==> src/rtl/fp_pkg.sv <==
// rtl/fp_pkg.sv - shared FSM state type and exponent/GRS constants for fp_addsub_unit
package fp_pkg;

    typedef enum logic [2:0] {
        IDLE,
        ALIGN,
        ADD,
        NORM,
        ROUND,
        DONE
    } state_t;

    localparam int GRS_W = 3;

    function automatic int exp_all_ones(input int ew);
        return (1 << ew) - 1;
    endfunction

    function automatic int exp_zero(input int ew);
        return ew * 0;
    endfunction

endpackage

==> src/rtl/fp_align_shift.sv <==
// rtl/fp_align_shift.sv - right shifter that ORs every shifted-out bit into the sticky LSB
module fp_align_shift
    import fp_pkg::*;
#(
    parameter int MAN_W = 23,
    localparam int SIG_W = MAN_W + 2 + GRS_W,
    localparam int SH_W  = $clog2(SIG_W)
) (
    input  logic [SIG_W-1:0] sig,
    input  logic [SH_W-1:0]  amt,
    output logic [SIG_W-1:0] shifted
);

    logic [SIG_W-1:0] mask;
    logic             sticky;

    always_comb begin
        mask    = (SIG_W'(1) << amt) - SIG_W'(1);
        sticky  = |(sig & mask);
        shifted = (sig >> amt) | {{(SIG_W-1){1'b0}}, sticky};
    end

endmodule

==> src/rtl/fp_addsub_unit.sv <==
// rtl/fp_addsub_unit.sv - multi-cycle floating-point adder/subtractor (denormals flushed)
// FP_ADDSUB_ROUND_EN selects round-to-nearest-even; otherwise the ROUND stage truncates.
module fp_addsub_unit
    import fp_pkg::*;
#(
    parameter int EXP_W = 8,
    parameter int MAN_W = 23
) (
    input  logic                   clk,
    input  logic                   rst,
    input  logic                   in_valid,
    output logic                   in_ready,
    input  logic                   op,
    input  logic [EXP_W+MAN_W:0]   a,
    input  logic [EXP_W+MAN_W:0]   b,
    output logic                   out_valid,
    input  logic                   out_ready,
    output logic [EXP_W+MAN_W:0]   result,
    output logic                   overflow,
    output logic                   underflow,
    output logic                   zero
);

    localparam int W     = 1 + EXP_W + MAN_W;
    localparam int SIG_W = MAN_W + 2 + GRS_W;
    localparam int SH_W  = $clog2(SIG_W);
    localparam int HID   = MAN_W + GRS_W;
    localparam int CRY   = HID + 1;
    localparam logic [EXP_W-1:0] EXP_ONES  = EXP_W'(exp_all_ones(EXP_W));
    localparam logic [EXP_W-1:0] EXP_ZERO  = EXP_W'(exp_zero(EXP_W));
    localparam logic [EXP_W-1:0] SHIFT_SAT = EXP_W'(MAN_W + GRS_W + 1);

    state_t state, state_next;

    logic [W-1:0]     a_r, b_r, res_q;
    logic [SIG_W-1:0] big_sig, small_sig, sig_q;
    logic [EXP_W-1:0] exp_q;
    logic             sign_q, sub_q, ovf_q, unf_q, zero_q;

    logic [EXP_W-1:0] ea, eb, e_big, e_small, diff, exp_dec;
    logic             special, a_big, spec_sign, s_big;
    logic [SIG_W-1:0] sig_a, sig_b, big_raw, small_raw, small_shifted, sum, rsh;
    logic [SH_W-1:0]  amt;
    logic             inc;
    logic [MAN_W+1:0] rnd;
    logic [EXP_W:0]   exp_rnd;
    logic [MAN_W-1:0] man_rnd;
    logic             rnd_ovf;

    // Operand decode and ordering; a flushed operand contributes a zero significand.
    always_comb begin
        ea        = a_r[W-2:MAN_W];
        eb        = b_r[W-2:MAN_W];
        special   = (ea == EXP_ONES) || (eb == EXP_ONES);
        spec_sign = (ea == EXP_ONES) ? a_r[W-1] : b_r[W-1];
        a_big     = a_r[W-2:0] >= b_r[W-2:0];
        sig_a     = (ea == EXP_ZERO) ? '0 : {2'b01, a_r[MAN_W-1:0], {GRS_W{1'b0}}};
        sig_b     = (eb == EXP_ZERO) ? '0 : {2'b01, b_r[MAN_W-1:0], {GRS_W{1'b0}}};
        big_raw   = a_big ? sig_a : sig_b;
        small_raw = a_big ? sig_b : sig_a;
        e_big     = a_big ? ea : eb;
        e_small   = a_big ? eb : ea;
        s_big     = a_big ? a_r[W-1] : b_r[W-1];
        diff      = e_big - e_small;
        amt       = (diff > SHIFT_SAT) ? SH_W'(SHIFT_SAT) : SH_W'(diff);
    end

    fp_align_shift #(.MAN_W(MAN_W)) u_align (
        .sig     (small_raw),
        .amt     (amt),
        .shifted (small_shifted)
    );

    assign sum     = sub_q ? (big_sig - small_sig) : (big_sig + small_sig);
    assign rsh     = {1'b0, sig_q[SIG_W-1:2], sig_q[1] | sig_q[0]};
    assign exp_dec = exp_q - EXP_W'(1);

`ifdef FP_ADDSUB_ROUND_EN
    assign inc = sig_q[GRS_W-1] & (sig_q[GRS_W-2] | sig_q[0] | sig_q[GRS_W]);
`else
    assign inc = 1'b0;
`endif

    always_comb begin
        rnd     = {1'b0, sig_q[HID:GRS_W]} + {{(MAN_W+1){1'b0}}, inc};
        exp_rnd = {1'b0, exp_q} + {{EXP_W{1'b0}}, rnd[MAN_W+1]};
        man_rnd = rnd[MAN_W+1] ? rnd[MAN_W:1] : rnd[MAN_W-1:0];
        rnd_ovf = exp_rnd >= {1'b0, EXP_ONES};
    end

    always_ff @(posedge clk) begin
        if (rst) state <= IDLE;
        else     state <= state_next;
    end

    always_comb begin
        state_next = state;
        in_ready   = 1'b0;
        case (state)
            IDLE: begin
                in_ready = 1'b1;
                if (in_valid) state_next = ALIGN;
            end
            ALIGN:   state_next = special ? DONE : ADD;
            ADD:     state_next = (sum == '0) ? DONE : NORM;
            NORM: begin
                if (sig_q[CRY] || sig_q[HID]) state_next = ROUND;
                else if (exp_dec == EXP_ZERO) state_next = DONE;
            end
            ROUND:   state_next = DONE;
            DONE:    if (out_valid && out_ready) state_next = IDLE;
            default: state_next = IDLE;
        endcase
    end

    always_ff @(posedge clk) begin
        if (rst) begin
            a_r       <= '0;
            b_r       <= '0;
            big_sig   <= '0;
            small_sig <= '0;
            sig_q     <= '0;
            exp_q     <= '0;
            sign_q    <= 1'b0;
            sub_q     <= 1'b0;
            res_q     <= '0;
            ovf_q     <= 1'b0;
            unf_q     <= 1'b0;
            zero_q    <= 1'b0;
            out_valid <= 1'b0;
            result    <= '0;
            overflow  <= 1'b0;
            underflow <= 1'b0;
            zero      <= 1'b0;
        end else begin
            case (state)
                IDLE: if (in_valid) begin
                    a_r    <= a;
                    b_r    <= {b[W-1] ^ op, b[W-2:0]};
                    ovf_q  <= 1'b0;
                    unf_q  <= 1'b0;
                    zero_q <= 1'b0;
                end
                ALIGN: begin
                    if (special) begin
                        res_q <= {spec_sign, EXP_ONES, {MAN_W{1'b0}}};
                        ovf_q <= 1'b1;
                    end else begin
                        big_sig   <= big_raw;
                        small_sig <= small_shifted;
                        exp_q     <= e_big;
                        sign_q    <= s_big;
                        sub_q     <= a_r[W-1] ^ b_r[W-1];
                    end
                end
                ADD: begin
                    if (sum == '0) begin
                        res_q  <= '0;
                        zero_q <= 1'b1;
                    end else begin
                        sig_q <= sum;
                    end
                end
                NORM: begin
                    if (sig_q[CRY]) begin
                        sig_q <= rsh;
                        exp_q <= exp_q + EXP_W'(1);
                    end else if (!sig_q[HID]) begin
                        if (exp_dec == EXP_ZERO) begin
                            res_q <= {sign_q, {(W-1){1'b0}}};
                            unf_q <= 1'b1;
                        end else begin
                            sig_q <= sig_q << 1;
                            exp_q <= exp_dec;
                        end
                    end
                end
                ROUND: begin
                    if (rnd_ovf) begin
                        res_q <= {sign_q, EXP_ONES, {MAN_W{1'b0}}};
                        ovf_q <= 1'b1;
                    end else begin
                        res_q <= {sign_q, exp_rnd[EXP_W-1:0], man_rnd};
                    end
                end
                DONE: begin
                    // Outputs load on the first DONE cycle and then hold until accepted.
                    if (!out_valid) begin
                        out_valid <= 1'b1;
                        result    <= res_q;
                        overflow  <= ovf_q;
                        underflow <= unf_q;
                        zero      <= zero_q;
                    end else if (out_ready) begin
                        out_valid <= 1'b0;
                    end
                end
                default: ;
            endcase
        end
    end

endmodule

==> config.mk <==
export PLATFORM = sky130hd
export DESIGN_NAME = fp_addsub_unit
export DESIGN_NICKNAME = d
export VERILOG_FILES = /design/src/rtl/fp_pkg.sv /design/src/rtl/fp_align_shift.sv /design/src/rtl/fp_addsub_unit.sv
export SDC_FILE = /design/constraint.sdc
export NUM_CORES = 1
export LEC_CHECK = 0
export CAP_MARGIN = 40
export CORE_MARGIN = 3
export CORE_UTILIZATION = 58
export CTS_BUF_LIST = sky130_fd_sc_hd__clkbuf_16
export CTS_CLUSTER_SIZE = 30
export DETAILED_ROUTE_END_ITERATION = 10
export GPL_TIMING_DRIVEN = 1
export PLACE_DENSITY_LB_ADDON = 0.25
export SLEW_MARGIN = 25
export SYNTH_ARGS = -nofsm -noshare
export SYNTH_HDL_FRONTEND = slang
export SYNTH_SLANG_ARGS = --single-unit
==> constraint.sdc <==
create_clock -name clk -period 6.8 [get_ports clk]
set_input_delay 0.68 -clock clk [delete_from_list [all_inputs] [get_ports clk]]
set_output_delay 0.68 -clock clk [all_outputs]
set_load 0.02 [all_outputs]
# After elaboration in Yosys (flattened, before gate mapping)
# Index checks and enable logic that the tools add are counted.
# Widths: inputs -> output; s select.
# classes
n_addsub,6
magnitude_cmp,3
n_eq_ne,20
shift,2
n_mux,47
bitwise_logic,7
n_reduce_logical,26
# op_table
op,count
$mux 27,7
$mux 32,5
$pmux 32 s4,1
$mux 28,2
$pmux 28 s2,1
$mux 8,6
$ge 31x31->1,1
$mux 31,1
$add 28x28->28,1
$and 27x28->28,1
$logic_not 28->1,1
$or 28x1->28,1
$reduce_or 28->1,1
$shl 1x5->28 const A,1
$shr 27x5->28,1
$sub 28x2->28 const B,1
$sub 28x28->28,1
$logic_not 8->1,3
$ne 2x2->1 const B,10
$mux 3,6
$pmux 3 s6,1
$eq 8x8->1 const B,2
$pmux 8 s2,1
$mux 1,12
other kinds (26),43
# totals
ff_bits,232

# Depth between registers and ports, before layout
# depth
word_depth,10
depth_mapped,29
depth_no_buf,23

# By module
# A second synthesis with hierarchy kept.
# hier_totals
cells_unflattened,2023
hier_area_um2,15397.3
# modules_own_cells
module,instances,cells_per_inst,area_per_inst_um2,seq_area_each_um2
fp_addsub_unit,1,1724,13167.6,4564.4
fp_align_shift,1,299,2229.6,0.0

# Worst setup path after synthesis
# OpenSTA, ideal clock, no wires.
# synth_path
path_type,reg2reg
startpoint,register b_r[24]
endpoint,register small_sig[0]
t_arrival_ns,5.623
required_time_ns,6.676
setup_slack_ns,1.053
path_stages_with_launch,28
n_path_buf,6
period_less_slack_ns,5.747
cell_sequence,dfxtp_1 > clkbuf_1 > inv_1 > ha_1 > nand4_1 > nor3_1 > a211oi_1 > and2_1 > nand2_2 > buf_4 > clkbuf_1 > buf_1 > clkbuf_1 > nor2_1 > nor2_1 > ha_1 > o21ai_0 > nand2_1 > a2111oi_2 > nor3_1 > a2111o_1 > a22o_1 > buf_6 > nor2_2 > a21oi_1 > or4b_1 > nor3_1 > a31oi_1
# synth_via
elab_chain_cells,10
# synth_lines
element,line,rtl
"start, declared",fp_addsub_unit.sv:35,"logic [W-1:0] a_r, b_r, res_q;"
"start signal, assigned",fp_addsub_unit.sv:139,"b_r <= {b[W-1] ^ op, b[W-2:0]};"
$ge 31x31->1,fp_addsub_unit.sv:56,a_big = a_r[W-2:0] >= b_r[W-2:0];
$mux 8 (on tied branches),"fp_addsub_unit.sv:61, fp_addsub_unit.sv:62",
$sub 8x8->8,fp_addsub_unit.sv:64,diff = e_big - e_small;
$gt 8x5->1,fp_addsub_unit.sv:65,amt = (diff > SHIFT_SAT) ? SH_W'(SHIFT_SAT) : SH_W'(diff);
$mux 5,fp_addsub_unit.sv:65,
$shl 1x5->28,fp_align_shift.sv:18,mask = (SIG_W'(1) << amt) - SIG_W'(1);
$sub 28x2->28,fp_align_shift.sv:18,
$and 27x28->28,fp_align_shift.sv:19,sticky = |(sig & mask);
$reduce_or 28->1,fp_align_shift.sv:19,
$or 28x1->28,fp_align_shift.sv:20,"shifted = (sig >> amt) | {{(SIG_W-1){1'b0}}, sticky};"
"end signal, assigned",fp_addsub_unit.sv:150,small_sig <= small_shifted;
"end, declared",fp_addsub_unit.sv:36,"logic [SIG_W-1:0] big_sig, small_sig, sig_q;"
# Several ways; a longest one is shown, not always the timed one.
# A chain may end at the register's enable or synchronous reset.

# Worst setup path after layout
# layout_path
startpoint,register small_sig[0]
endpoint,register res_q[9]
# layout_via
elab_chain_cells,5
# layout_lines
element,line,rtl
$add 28x28->28 or $sub 28x28->28 (tied branches),fp_addsub_unit.sv:74,assign sum = sub_q ? (big_sig - small_sig) : (big_sig + small_sig);
$mux 28 (*),fp_addsub_unit.sv:74,
$logic_not 28->1 (*),fp_addsub_unit.sv:157,if (sum == '0) begin
$ne 2x2->1 (no line) (*),--,
$reduce_and 6->1 (no line) (*),--,
"end signal, assigned",fp_addsub_unit.sv:170,"res_q <= {sign_q, {(W-1){1'b0}}};"
"end signal, assigned",fp_addsub_unit.sv:180,"res_q <= {sign_q, EXP_ONES, {MAN_W{1'b0}}};"
"end signal, assigned",fp_addsub_unit.sv:183,"res_q <= {sign_q, exp_rnd[EXP_W-1:0], man_rnd};"
"end, declared",fp_addsub_unit.sv:35,
# Mark *: on every way between the ends. The rest lies on a longest branch, timed or not.

==> flow_metrics.tcl <==
set metrics [dict create \
    grt_pass1_wl_um 73600 \
    placementRows 58 \
    clockBufferDepth 3 \
    clock_tree_from_tritoncts "yes" \
    synth-seq-cells 227 \
    rsz_0062_raised_after_global_routing "no" \
    post-route-util 0.672 \
    first_global_vias 14421 \
    postCtsHoldBufs 0 \
    min_period_ns 6.06 \
    dr_wl_met3_um 3930 \
    drc 0 \
    area_growth_syn_to_layout_pct 13.4 \
    timing.hold.ws_ns 0.450 \
    route.detailed.wl_per_inst_um 18.6 \
    postRouteAntennaNets 0 \
    routed_wl_um 45400 \
    cts_buffers 25 \
    fp.dieArea_um2 27800 \
    dp_cell_count 2385 \
    power.leakage_nw 6.17 \
    status "finished clean" \
    clock_tree.root_cell "clkbuf_16" \
    ioPinCount 106 \
    post_synth_instance_area_um2 15000 \
    instances_no_fill 2433 \
    crit_path_max_fanout 23 \
    critical_path_arrival_ns 6.46 \
    cts.repair_timing.setup_buffer_count 0 \
    number_of_failing_setup_endpoints_in_the_final_timing_report 0 \
    synth.yosys.seq_area_share 0.303 \
    pwr_density_cell_nw_per_um2 554 \
    synth.avg_cell_area_um2 7.30 \
    synth_nets 2185 \
    core-area_um2 25300 \
    vias 15658 \
    setup_tns_ns 0 \
    antenna_found_initial 1 \
    routabilityCongestion 1.02 \
    detail_route.first_pass.iterations 7 \
    numClockSinks 227 \
    clk-insertion-delay-late_ns 0.55 \
    post_route_cells_drive_above_1_share 0.0632 \
    yosysWarningCount 0 \
    buffer_ports.inserted 105 \
    drt_first_iter_violations 1855 \
    max-cap-violations 0 \
    layout.nets 2215 \
    hold_viol 0 \
    synth_cells 2055 \
    ctsHtreeMaxLevel 1 \
    worst_tran_pin_value_ns 1.08 \
    worstHoldPathType "reg2reg" \
    clk_pin_slew_ns 0.06 \
    die_width_um 167 \
    initial_core_util 0.593 \
    maxSlewViolCount 0 \
    critPathCaptureType "register" \
    worst_ir_drop_on_vdd_mv 0.394 \
    wl_met2_um 20200 \
    route.top_layer_used "met5" \
    synth_cell_type_count 104 \
    grt_util_all_layers 0.311 \
    critPathKind "reg2reg" \
    routedLengthMet1_um 19800 \
    grt_start_max_net_pins 105 \
    synth_ff_type "dfxtp_1" \
    detailedPlacementHpwl_um 33400 \
    total_power_mw 9.42 \
    max_slew_margin 0.277 \
    global_route.overflow_total 0 \
    die_height_um 167 \
    crit_required_ns 7.20 \
    num_antenna_cells 0 \
    timing.clock.skew_ns 0.0214 \
    cts.repair.resized 0 \
    vias_per_cell 6.44 \
    max_clock_freq_mhz 165 \
    synth_enable_flop_cells 0 \
    final_min_period_over_clock_period 0.891 \
    asyncSetResetFlopFracSynth 0 \
    start_kind "register" \
]
## per-layer routing
layer	up-vias	global-route usage
li1	7493	-
met1	7294	0.431
met2	752	0.493
met3	117	0.0572
met4	2	0.0990
met5	-	0
## layout by cell type, fill, tap and decap left out, types with 33 or more instances in the layout
cell type / count
xnor2_1: 37
dfxtp_1: 227
a31oi_1: 43
nand3_1: 39
nand2_1: 353
inv_1: 88
nor2_1: 169
a21oi_1: 219
clkdlybuf4s50_1: 104
o21a_1: 33
ha_1: 61
o21ai_0: 129
nor3_1: 60
## cells by family after synthesis
logic type / share of synthesized area
simple gates: 0.244
flops: 0.303
fa+ha+maj: 0.0515
buf+inv: 0.0644
xor+xnor: 0.0245
mux: 0.0226
compound gates: 0.291
## path summary, 6_finish.rpt
path                             startpoint                     end  slack [ns]  cells past startpoint
hold / removal        res_q[2]$_SDFFE_PP0P_  result[2]$_SDFFE_PP0P_        0.45                      2
setup / recovery  small_sig[0]$_SDFFE_PP0P_   res_q[9]$_SDFFE_PP0P_        0.74                     22
setup reg to reg  small_sig[0]$_SDFFE_PP0P_   res_q[9]$_SDFFE_PP0P_        0.74                     22
hold reg to reg       res_q[2]$_SDFFE_PP0P_  result[2]$_SDFFE_PP0P_        0.45                      2
## critical path, cell delays in order, from the launching register on
cell	delay [ns]
dfxtp_1	0.35
inv_1	0.17
ha_1	0.26
nor2b_1	0.26
nand2_1	0.11
nor4_1	0.18
buf_4	0.18
nor4bb_1	0.40
a21o_1	0.21
o21ai_0	0.12
xnor2_1	0.15
ha_1	0.36
and3_1	0.27
a31oi_1	0.17
o21ai_0	0.15
a2111o_1	0.31
o211a_1	0.23
or4_4	0.55
nor3_2	0.21
nand4b_1	0.24
o21a_1	0.47
nand2b_2	0.40
o21ai_0	0.14
## Yosys cell counts, drive strengths merged, types with 14 or more instances
library cell | n | area (µm²)
xnor2 | 37 | 324
inv | 85 | 319
and3 | 20 | 125
nor3 | 64 | 335
ha | 61 | 763
clkbuf | 103 | 398
or3 | 17 | 106
nor2 | 175 | 677
nand3 | 39 | 195
a31oi | 44 | 282
o21ai | 135 | 679
nand4 | 18 | 119
a21o | 21 | 158
a221oi | 33 | 302
a32oi | 19 | 166
mux2i | 29 | 290
a21oi | 221 | 1110
o211ai | 14 | 110
a211oi | 28 | 225
a22oi | 17 | 133
nor4 | 26 | 175
o21a | 34 | 257
buf | 35 | 233
and2 | 15 | 93.8
nand2 | 356 | 1340
dfxtp | 227 | 4540
## metrics by stage
step / setup slack [ns] / instance area, µm²
after detailed placement: 0.837 / 16200
after global routing: 0.191 / 17000
final: 0.743 / 17000
after floorplan: 1.05 / 15000
after global placement: 1.01 / 16100
after CTS: 0.796 / 17000
## registers in the layout, indices dropped and copies added (netlist names)
name       cells
a_r           32
b_r           32
big_sig       24
exp_q          8
out_valid      1
overflow       1
ovf_q          1
res_q         32
result        32
sig_q         28
sign_q         1
small_sig     27
state          3
sub_q          1
underflow      1
unf_q          1
zero           1
zero_q         1
## area by class of cell
type | count | area (µm²)
Timing Repair Buffer | 142 | 1380
Clock inverter | 20 | 194
Multi-Input combinational cell | 1602 | 9540
Clock buffer | 25 | 626
Tap cell | 330 | 413
Fill cell | 2231 | 8310
Inverter | 87 | 327
Sequential cell | 227 | 4540
## report_power, final
| part | internal [mW] | total (mW) | switching, mW |
|---|---|---|---|
| sequential | 1.56 | 1.87 | 0.303 |
| combinational | 2.26 | 6.18 | 3.92 |
| clock | 0.790 | 1.37 | 0.583 |
No activity file was read; power rests on OpenSTA's default activity.
==> RTL change 1, RTL diff (same settings) <==
Add a define of `FP_ADDSUB_ROUND_EN`.
--- a/src/rtl/fp_addsub_unit.sv
+++ b/src/rtl/fp_addsub_unit.sv
@@ -2,2 +2,4 @@
 // FP_ADDSUB_ROUND_EN selects round-to-nearest-even; otherwise the ROUND stage truncates.
+`define FP_ADDSUB_ROUND_EN
+
 module fp_addsub_unit
Function: no difference found for any inputs over 4 cycles, from zero or initial values and one cycle with rst high; that may be too few to reach the edited logic, so the function may still have changed.
==> RTL change 1 against the original RTL <==
  * Final area rose by 2.3%
  * Setup slack worse by 29 ps
  * Wire length is 1.6% higher
  * Critical path depth is 1 lower
  * Total power decreased by 25%
  * Global-route usage is 0.091 points higher
  * Hold slack improved by 2.0 ps
  * Sequential cell count did not move
  * Area after synthesis is 2.0% higher
  * Synthesized cell count decreased by 0.88%
  * Non-clock buffer count increased by 4
  * Largest cell class unchanged
  * Highest routed layer is now met4
==> RTL change 1: results (changes against the original RTL) <==
[place]
dp_hpwl_um = 33800  ; +1.3%
dp_slack_ps = 862  ; +25.1 ps

[detailed_routing]
met3_length_um = 3890  ; -0.82%
routed_wl_um = 46100  ; +1.6%
routed.top_layer = met4
wl_met2_um = 20400  ; +1.2%
wl_met1_um = 20400  ; +3.4%
dr.pass1.iters = 6  ; -1
drt_first_iter_violations = 1896  ; +2.2%
vias_per_cell = 6.48  ; +0.62%

[layout]
fillerInstances = 2175  ; -2.5%
nonClkBufAreaFrac_pct = 8.18  ; +0.091 points
multi_input_area_share_pct = 57.3  ; +1.3 points
nNonClkInverters = 58  ; -33%
post_route_cells_drive_above_1_share_pct = 6.76  ; +0.44 points
postLayoutCoreUtil_pct = 68.1  ; +0.96 points
clkCellAreaFrac_pct = 4.79  ; -0.022 points
layout.comb_gates.multi_input = 1609  ; +0.44%

[worst_setup_path]
critPathArrivalTime_ps = 6440  ; -20 ps
worst-r2r-cell-count = 21  ; -4.5%
r2r_slack_ps = 710  ; -30 ps
rr_startpoint = b_r[27]
cp_slowest_cell = ha_1

[global_route]
grt_pass1_wl_um = 74600  ; +1.4%
grt_max_degree = 123  ; +17%
grt_pass1_vias = 14500  ; +0.34%
met1_usage_pct = 44.0  ; +0.87 points
grt_util_all_layers_pct = 31.2  ; +0.091 points
met2_usage_pct = 48.9  ; -0.36 points
antenna_found_initial = 0  ; -1
met3_usage_pct = 5.66  ; -0.062 points

[min_path]
hold_end = result[10]
hp-start = result[10]

[pwr]
p_clk_share_pct = 19.5  ; +4.9 points
cell_internal_pwr_mw = 3.73  ; -19%
pg_seq_mw = 1.68  ; -10%
switching_share_pct = 47.3  ; -3.7 points

[status]
status = finished, final reports clean

[yosys]
synth_xor_area_share_pct = 4.57  ; +2.1 points
yosys-top-cells-count = nand2_1 (316), a21oi_1 (233), dfxtp_1 (227)
synth_nets = 2171  ; -0.64%
yosys-top-cells-area = dfxtp_1 (30%), nand2_1 (7.8%), a21oi_1 (7.6%), ha_1 (5.3%), nor2_1 (4.7%)
synth_compound_area_share_pct = 29.7  ; +0.60 points
yosysSeqAreaShare_pct = 29.7  ; -0.58 points
synthAdderAreaFrac_pct = 5.31  ; +0.16 points

[sta]
whs_ps = 452  ; +2.01 ps
fin_skew_ps = 29.7  ; +8.30 ps
slew_headroom_pct = 39.3  ; +12 points

[floorplan]
die_x_um = 168  ; +0.94%

==> RTL change 1: changes by cell type in the layout (fill, tap and decap cells not counted), moves of 20 or more <==
cell / before / now
a31oi_1: 43 / 14
nor2_1: 169 / 189
nand2_1: 353 / 315
o21ai_0: 129 / 78
xor2_1: 5 / 30
inv_1: 88 / 61
==> RTL change 1: how the worst max path moves through the flow <==
stage                  from           end  slack, ps  cells past startpoint
2_1_floorplan  small_sig[0]     res_q[18]       1520                     23
3_5_place_dp        b_r[27]  small_sig[3]        860                     21
4_1_cts        small_sig[2]     res_q[26]        800                     22
3_3_place_gp   small_sig[0]     sig_q[25]        890                     22
5_1_grt             b_r[27]  small_sig[3]        250                     21
6_report            b_r[27]  small_sig[3]        710                     21
==> RTL change 1: critical path, delay by kind of cell, from the launching register on <==
kind	cells	cell delay [ps]
simple gates	9	1740
fa+ha+maj	2	700
mux	1	320
compound gates	7	2350
buf+inv	2	360
flops	1	400
==> RTL change 2, RTL diff (same settings) <==
Made on the original files. Encoding of `state_t`: now one-hot (6 bits for 6 states).
--- a/src/rtl/fp_pkg.sv
+++ b/src/rtl/fp_pkg.sv
@@ -3,9 +3,9 @@
 
-    typedef enum logic [2:0] {
-        IDLE,
-        ALIGN,
-        ADD,
-        NORM,
-        ROUND,
-        DONE
+    typedef enum logic [5:0] {
+        IDLE  = 6'b000001,
+        ALIGN = 6'b000010,
+        ADD   = 6'b000100,
+        NORM  = 6'b001000,
+        ROUND = 6'b010000,
+        DONE  = 6'b100000
     } state_t;
Check against the original RTL: same outputs for any inputs over 4 cycles, from zero or initial values and one cycle with rst high; so few cycles prove little.
==> RTL change 2 against the original RTL <==
  * Synthesized cell count fell by 9.1%
  * Final area fell by 4.0%
  * Global-route usage rose by 1.4 points
  * Fmax fell by 3.6%
  * Sequential cell count rose by 3
  * Area after synthesis fell by 5.0%
  * Hold slack barely moved
  * Wire length fell by 3.0%
  * Core utilization rose by 1.4 points
  * Setup slack got worse by 230 ps
Power is not compared: it rests on default switching activity, and its combinational part moved more than twofold at a synthesized area within 25%.
==> RTL change 2: results (changes against the original RTL) <==
[yosys]
synthAdderAreaFrac_pct = 5.42  ; +0.27 points
async_flop_share_pct = 0  ; unchanged
synth_cells = 1869  ; -9.1%
yosysSeqAreaShare_pct = 32.3  ; +2.0 points
synth_mux_area_share_pct = 4.38  ; +2.1 points
yosys-top-cells-count = nand2_1 (303), dfxtp_1 (230), a21oi_1 (223)
synth_xor_area_share_pct = 3.81  ; +1.4 points
synth_compound_area_share_pct = 27.2  ; -1.9 points
yosys-top-cells-area = dfxtp_1 (32%), nand2_1 (8.0%), a21oi_1 (7.8%), ha_1 (5.4%), nor2_1 (4.2%)
ys_types = 79  ; -24%

[sta]
whs_ps = 450  ; +0.225 ps
fin_skew_ps = 12.2  ; -9.21 ps
slew_headroom_pct = 37.7  ; +9.9 points
worst_slack_ps = 518  ; -225 ps

[detailed_routing]
wire_per_inst_um = 19.6  ; +4.9%
drt_first_iter_violations = 1343  ; -28%
dr.pass1.iters = 6  ; -1
vias_per_cell = 6.37  ; -1.1%

[global_route]
met2_usage_pct = 55.2  ; +5.9 points
met3_usage_pct = 4.83  ; -0.89 points
grt_util_all_layers_pct = 32.5  ; +1.4 points
grt_pass1_wl_um = 70400  ; -4.3%
grt_max_degree = 81  ; -23%
antenna_found_initial = 0  ; -1
grt_pass1_vias = 13300  ; -7.6%
met1_usage_pct = 41.4  ; -1.7 points

[layout]
layout.nets = 2040  ; -7.9%
diodes = 0  ; unchanged
postLayoutCoreUtil_pct = 68.5  ; +1.4 points
fillerInstances = 2020  ; -9.5%

[worst_setup_path]
cp_max_fo = 16  ; -30%
rr_startpoint = b_r[23]
worst-r2r-cell-count = 21  ; -4.5%
critPathArrivalTime_ps = 6740  ; +280 ps
endpoint = small_sig[1]
critical_path.startpoint = b_r[23]

[pwr]
power_switching_mw = 1.93

[status]
status = finished, final reports clean

[place]
dp_slack_ps = 773  ; -63.9 ps
place.gp.congestion = 0.989  ; -2.9%
dpl_cell_area_mm2 = 0.0155  ; -4.2%
dp_hpwl_um = 32800  ; -1.7%

[clocking]
cts_resized = 0  ; unchanged

-- RTL change 2: changes by cell type in the layout (fill, tap and decap cells not counted), sizes merged, moves of 12 or more --
cell | unedited run | this run
a22oi | 17 | 33
o21a | 34 | 12
nand3 | 39 | 25
mux2i | 29 | 50
inv | 91 | 59
o21ai | 135 | 79
a22o | 4 | 31
a31oi | 44 | 18
nor2 | 175 | 163
nand2 | 356 | 303
-- RTL change 2: area by class of cell --
| cell class | instances | area share (%) |
|---|---|---|
| tap | 319 | 2.44 |
| multi-input combinational | 1460 | 54.8 |
| timing repair buffer | 141 | 8.14 |
| sequential | 230 | 28.2 |
| inverter | 52 | 1.20 |
| clock inverter | 21 | 1.35 |
| clock buffer | 25 | 3.83 |
-- RTL change 2: power by group through the flow --
stage / clock, mW / combinational (mW) / sequential (mW)
floorplan: 0 / 1.48 / 1.45
global placement: 0 / 1.95 / 1.48
detailed placement: 0 / 1.97 / 1.48
CTS: 1.41 / 1.98 / 1.45
global route: 1.46 / 2.20 / 1.46
finish: 1.39 / 2.03 / 1.45
-- RTL change 2: critical path: stages (launching register included) --
cell	delay [ps]
dfxtp_1	370
inv_1	100
ha_1	610
nand4_1	250
nor4_1	460
o21ai_2	240
a211o_1	380
and2_1	200
ha_1	230
o21a_1	190
o21ai_0	150
nand2_1	80
nor3_1	200
nor2_1	130
xor2_1	640
nand3_1	180
nand3_1	550
mux2_2	440
nor2_1	280
o21ai_0	130
and3_1	220
a31oi_1	160
-- RTL change 2: per-layer routing --
| layer | vias to the layer above | part of all wire, % |
|---|---|---|
| li1 | 6905 | - |
| met3 | 124 | 6.7 |
| met5 | - | 0 |
| met1 | 6691 | 41 |
| met4 | 0 | 4.6 |
| met2 | 594 | 47 |
